===== config.mk =====
export PLATFORM = sky130hd
export DESIGN_NAME = thejesvinii_axi
export DESIGN_NICKNAME = d
export VERILOG_FILES = /design/src/rtl/thejesvinii_axi.sv
export SDC_FILE = /design/constraint.sdc
export NUM_CORES = 1
export LEC_CHECK = 0
export CAP_MARGIN = 20
export CORE_MARGIN = 1
export CORE_UTILIZATION = 35
export DETAILED_ROUTE_END_ITERATION = 8
export PLACE_DENSITY = 0.5
export SYNTH_ARGS = -nofsm -noshare
export SYNTH_HDL_FRONTEND = slang
export SYNTH_SLANG_ARGS = --single-unit

===== constraint.sdc =====
create_clock -name clk -period 3.4 [get_ports clk]
set_input_delay 0.85 -clock clk [delete_from_list [all_inputs] [get_ports clk]]
set_output_delay 0.85 -clock clk [all_outputs]
set_load 0.02 [all_outputs]

===== src/rtl/thejesvinii_axi.sv =====
// Tiny Tapeout wrapper: 16 x 4-bit register file behind a simplified AXI-Lite slave,
// with the last read value shown on a 7-segment digit. Define SEG_INVERT_EN for active-low segments.
module thejesvinii_axi #(
    parameter int ADDR_W = 4,
    parameter int DATA_W = 4
) (
    input  logic       clk,
    input  logic       rst_n,
    input  logic       ena,
    input  logic [7:0] ui_in,
    input  logic [7:0] uio_in,
    output logic [7:0] uio_out,
    output logic [7:0] uio_oe,
    output logic [7:0] uo_out
);

    localparam int DEPTH = 1 << ADDR_W;

`ifdef SEG_INVERT_EN
    localparam logic [6:0] SEG_MASK = 7'h7F;
`else
    localparam logic [6:0] SEG_MASK = 7'h00;
`endif

    typedef enum logic { R_IDLE, R_DATA } rd_state_e;
    typedef enum logic { W_IDLE, W_RESP } wr_state_e;

    rd_state_e         rd_state_q;
    wr_state_e         wr_state_q;
    logic [DATA_W-1:0] mem_q [DEPTH];
    logic [6:0]        seg_q;

    logic [ADDR_W-1:0] addr;
    logic [DATA_W-1:0] wdata;
    logic              arvalid, rready, awvalid, wvalid;
    logic              wr_fire_d, rd_fire_d;
    logic              arready, rvalid, aw_w_ready;
    logic              unused_ok;

    assign addr    = ui_in[ADDR_W-1:0];
    assign wdata   = ui_in[4 +: DATA_W];
    assign arvalid = uio_in[0];
    assign rready  = uio_in[1];
    assign awvalid = uio_in[2];
    assign wvalid  = uio_in[3];
    assign unused_ok = &{1'b0, ena, uio_in[7:4]};

    // The address bus is shared, so a write handshake on this edge blocks the read.
    assign wr_fire_d  = (wr_state_q == W_IDLE) && awvalid && wvalid;
    assign rd_fire_d  = (rd_state_q == R_IDLE) && arvalid && !wr_fire_d;

    assign arready    = (rd_state_q == R_IDLE) && !wr_fire_d;
    assign rvalid     = (rd_state_q == R_DATA);
    assign aw_w_ready = (wr_state_q == W_IDLE);

    assign uio_out = {aw_w_ready, aw_w_ready, rvalid, arready, 4'b0000};
    assign uio_oe  = 8'hF0;
    assign uo_out  = {1'b0, seg_q};

    function automatic logic [6:0] hex7(input logic [3:0] v);
        logic [6:0] s;
        case (v)
            4'h0: s = 7'h3F;
            4'h1: s = 7'h06;
            4'h2: s = 7'h5B;
            4'h3: s = 7'h4F;
            4'h4: s = 7'h66;
            4'h5: s = 7'h6D;
            4'h6: s = 7'h7D;
            4'h7: s = 7'h07;
            4'h8: s = 7'h7F;
            4'h9: s = 7'h6F;
            4'hA: s = 7'h77;
            4'hB: s = 7'h7C;
            4'hC: s = 7'h39;
            4'hD: s = 7'h5E;
            4'hE: s = 7'h79;
            default: s = 7'h71;
        endcase
        return s;
    endfunction

    // Display is stored already decoded, so uo_out comes straight from a register.
    always_ff @(posedge clk or negedge rst_n) begin
        if (!rst_n) begin
            rd_state_q <= R_IDLE;
            wr_state_q <= W_IDLE;
            seg_q      <= 7'h3F ^ SEG_MASK;
            for (int i = 0; i < DEPTH; i++) begin
                mem_q[i] <= '0;
            end
        end else begin
            case (wr_state_q)
                W_IDLE: begin
                    if (wr_fire_d) begin
                        mem_q[addr] <= wdata;
                        wr_state_q  <= W_RESP;
                    end
                end
                default: wr_state_q <= W_IDLE;
            endcase

            case (rd_state_q)
                R_IDLE: begin
                    if (rd_fire_d) begin
                        seg_q      <= hex7(4'(mem_q[addr])) ^ SEG_MASK;
                        rd_state_q <= R_DATA;
                    end
                end
                default: begin
                    if (rready) begin
                        rd_state_q <= R_IDLE;
                    end
                end
            endcase
        end
    end

endmodule


==> impl_results.md <==
- Status: finished, final reports clean
- Final setup margin: 0.2527 ns
- Slowest cell on the critical path: clkdlybuf4s50_1
- Worst R2R Setup Slack: 1.17 ns
- Share of cells above drive strength 1: 38.68%
- Peak Freq: approximately 0.32 GHz
- Fraction of registers with async set/reset: 100.0%
- Post-CTS repair timing setup buffer count: 0
- PD cells: between 500 and 600 nW/um^2
- Synth cell types: 44
- First-pass GRT wire length: approximately 13 mm
- Crit path to: uio_out[4]
- Row count: 37
- Initial Util: 35.96%
- Gate Count Post-Synth: 273
- RR Startpoint: mem_q[48]
- Synth-to-Final Area Change: 16.99%
- CTS Hold Bufs: 0
- Residual DRC count: 0
- Clock Root Buffer: clkbuf_8
- Top cell type's share of synthesized area: 45.16%
- Area of the core: between 10000 and 15000 sq um
- Yosys reg bits: 73
- Number of gates resized after cts: 0
- Clock buffer depth: 2
- Final Max Tran Viols: 0
- Worst-Margin Slew: 0.9426 ns
- Detailed Route WL: around 7.5 mm
- Crit. path cell count: 5
- Worst Path Max Fanout: 3
- Switching Share: 29.39%
- Critical Path Source Type: primary input
- Leakage: between 1.5 and 2 nW
- Max-cap violations: 0
- Worst reg2reg path depth: 6
- Pre-CTS setup slack: -0.07260 ns
- TNS Setup: 0 ns
- Die span in x: between 100 and 150 microns
- Top cell family by delay on the critical path: buffers and inverters
- Final Instance Count excl. Fillers: 454
- Buf/Inv on CP: 2
- Die area: 11020 sq um
- Crit path required time: 2.55 ns
- Num CTS Buffers: 9
- Hold crit path type: reg2reg
- Nets: 339
- Fin. Hold Viols: 0
- Clock transition at path regs: 0.08 ns
- Hold slack: 0.4722 ns
- Detailed Place HPWL: 5.214 mm
- Cells taking the most area after synthesis: dfrtp_1, mux2_2, mux4_2
- H-tree levels: 3
- Cell accounting for the most synthesized area: dfrtp_1
- CTS Sinks: 73
- Gpl congestion: about 0.77
- Worst-Skew Late Latency: about 0.35 ns
- IO buf count: 24
- DP Area: 4163 sq um
- Number of antenna diodes: 0
- Reg2reg end: seg_q[0]
- Synthesis Warnings: 0
- GRT overflow: 0
- IO Pins: 43
- Vias per std cell: 4.802
- Initial antenna violation count: 0
- Crit-path cells: clkdlybuf4s50_1 -> nand2_1 -> nor2_1 -> nor2_1 -> clkdlybuf4s50_1
- Logic pwr share: between 20% and 30%
- DP Cell Count: 438
- Period utilization: 92.57%
- Final Instance Area: ~4300 sq um
- Most common cell in the netlist: dfrtp_1
- Avg WL per Cell: roughly 17 microns
- Reg power frac: between 40% and 50%
- Tmin final: 3.147 ns
- Relative slew slack: 37.16%
- Crit path DAT: approximately 2.3 ns
- Setup violations, final: 0
- Post-Syn Area: 3712 sq um
- Final total power: 2.403 mW
- 1st-iter DRT viols: 39
- Worst path max stage delay: 0.64 ns
- Syn Area/Cell: 13.60 sq um
- GR Util All Layers: 15.53%
- Via count: 2180
- Die H: between 100 and 150 microns
- CTS tree: built
- Setup CP Type: in2out
- Net Sw Power: 0.7063 mW
- Pint: between 1.5 and 2 mW
- Seq/Total Area, Yosys: 49.41%
- Worst Setup SP: uio_in[3]
- Crit end category: output port
- Post-synth top cells: dfrtp_1, mux2_2, nand2_1
- Final core utilization: 42.07%
- Router iterations before antenna repair: 4
- RSZ-0062 raised after global routing: no
- Clock skew: 0.008375 ns
- Post-route ant nets: 0
- VDD IR max: 0.2329 mV
- Vias in the first global route: 2323
- Largest net degree at the start of global routing: 74
- Post-synth EDFFs: 0
- Most used DFF post-synth: dfrtp_1
- Clock Power Share: 26.0%
power by group through the flow:
stage               registers [mW]  logic [mW]  clock network, mW
global route                  1.16       0.713              0.685
CTS                           1.13       0.656              0.657
detailed placement            1.15       0.653                  0
floorplan                     1.16       0.405                  0
finish                        1.13       0.646              0.625
global placement              1.15       0.644                  0
layer usage:
metal  wire length [microns]  GRT usage (%)  vias to the layer above
met5                       0              0                        -
li1                        -              -                     1039
met3                     285          3.993                        8
met2                    3448          24.22                       43
met4                      99          4.829                        0
met1                    3696          21.19                     1090
worst register-to-register path: cells and delay by family, from the launching register on:
family,cells,cell delay [ns]
and+or+nand+nor,2,0.69
DFF,1,0.38
AOI/OAI and AO/OA,2,0.31
adders and majority gates,1,0.28
muxes,1,0.51
state kept, by name, summed over array words and instances, names as in the netlist:
register    count
mem_q          64
seg_q           7
rd_state_q      1
wr_state_q      1
how the worst min path moves through the flow:
stage	depth (start not counted)	startpoint	slack (ns)	endpoint
after floorplan	1	mem_q[62]	0.45	mem_q[62]
after global placement	2	seg_q[1]	0.45	seg_q[1]
after detailed placement	2	seg_q[1]	0.47	seg_q[1]
final	2	seg_q[2]	0.47	seg_q[2]
after CTS	2	seg_q[1]	0.48	seg_q[1]
after global routing	2	seg_q[1]	0.50	seg_q[1]
placed cells by master, fill, tap and decap left out, types with 2 or more instances in the layout:
cell type / Yosys / final
conb_1: 2 / 13
inv_1: 6 / 6
a22o_1: 3 / 3
mux4_1: 2 / 2
buf_12: 0 / 2
mux2i_1: 3 / 3
clkdlybuf4s50_1: 0 / 23
a21oi_1: 3 / 3
mux2_1: 10 / 10
nor2_1: 12 / 12
nor2b_1: 2 / 2
mux2_2: 55 / 55
o21ai_1: 2 / 2
nand2_1: 20 / 20
clkinvlp_4: 0 / 2
ha_1: 7 / 7
clkbuf_8: 0 / 10
nand2b_1: 2 / 2
a22oi_1: 4 / 4
clkinv_2: 0 / 2
dfstp_2: 6 / 6
a22oi_2: 2 / 2
nor3_1: 2 / 2
mux4_2: 15 / 15
dfrtp_1: 67 / 67
buf_4: 17 / 22
kinds of logic after synthesis:
family	after synthesis	synth area share (%)
flops	73	49.41
mux	85	31.04
buf+inv	36	5.999
simple gates	48	6.471
fa+ha+maj	7	2.359
compound gates	22	4.517
other cells	2	0.2023
layout make-up:
type                       count  area, sq um
timing repair buffer          47        435.4
clock buffer                  10        137.6
clock inverter                 6        42.54
sequential                    73         1834
tap                          136        170.2
fill                         979         5981
inverter                       7        26.28
multi-input combinational    175         1697
Power figures use the tool's default switching activity.
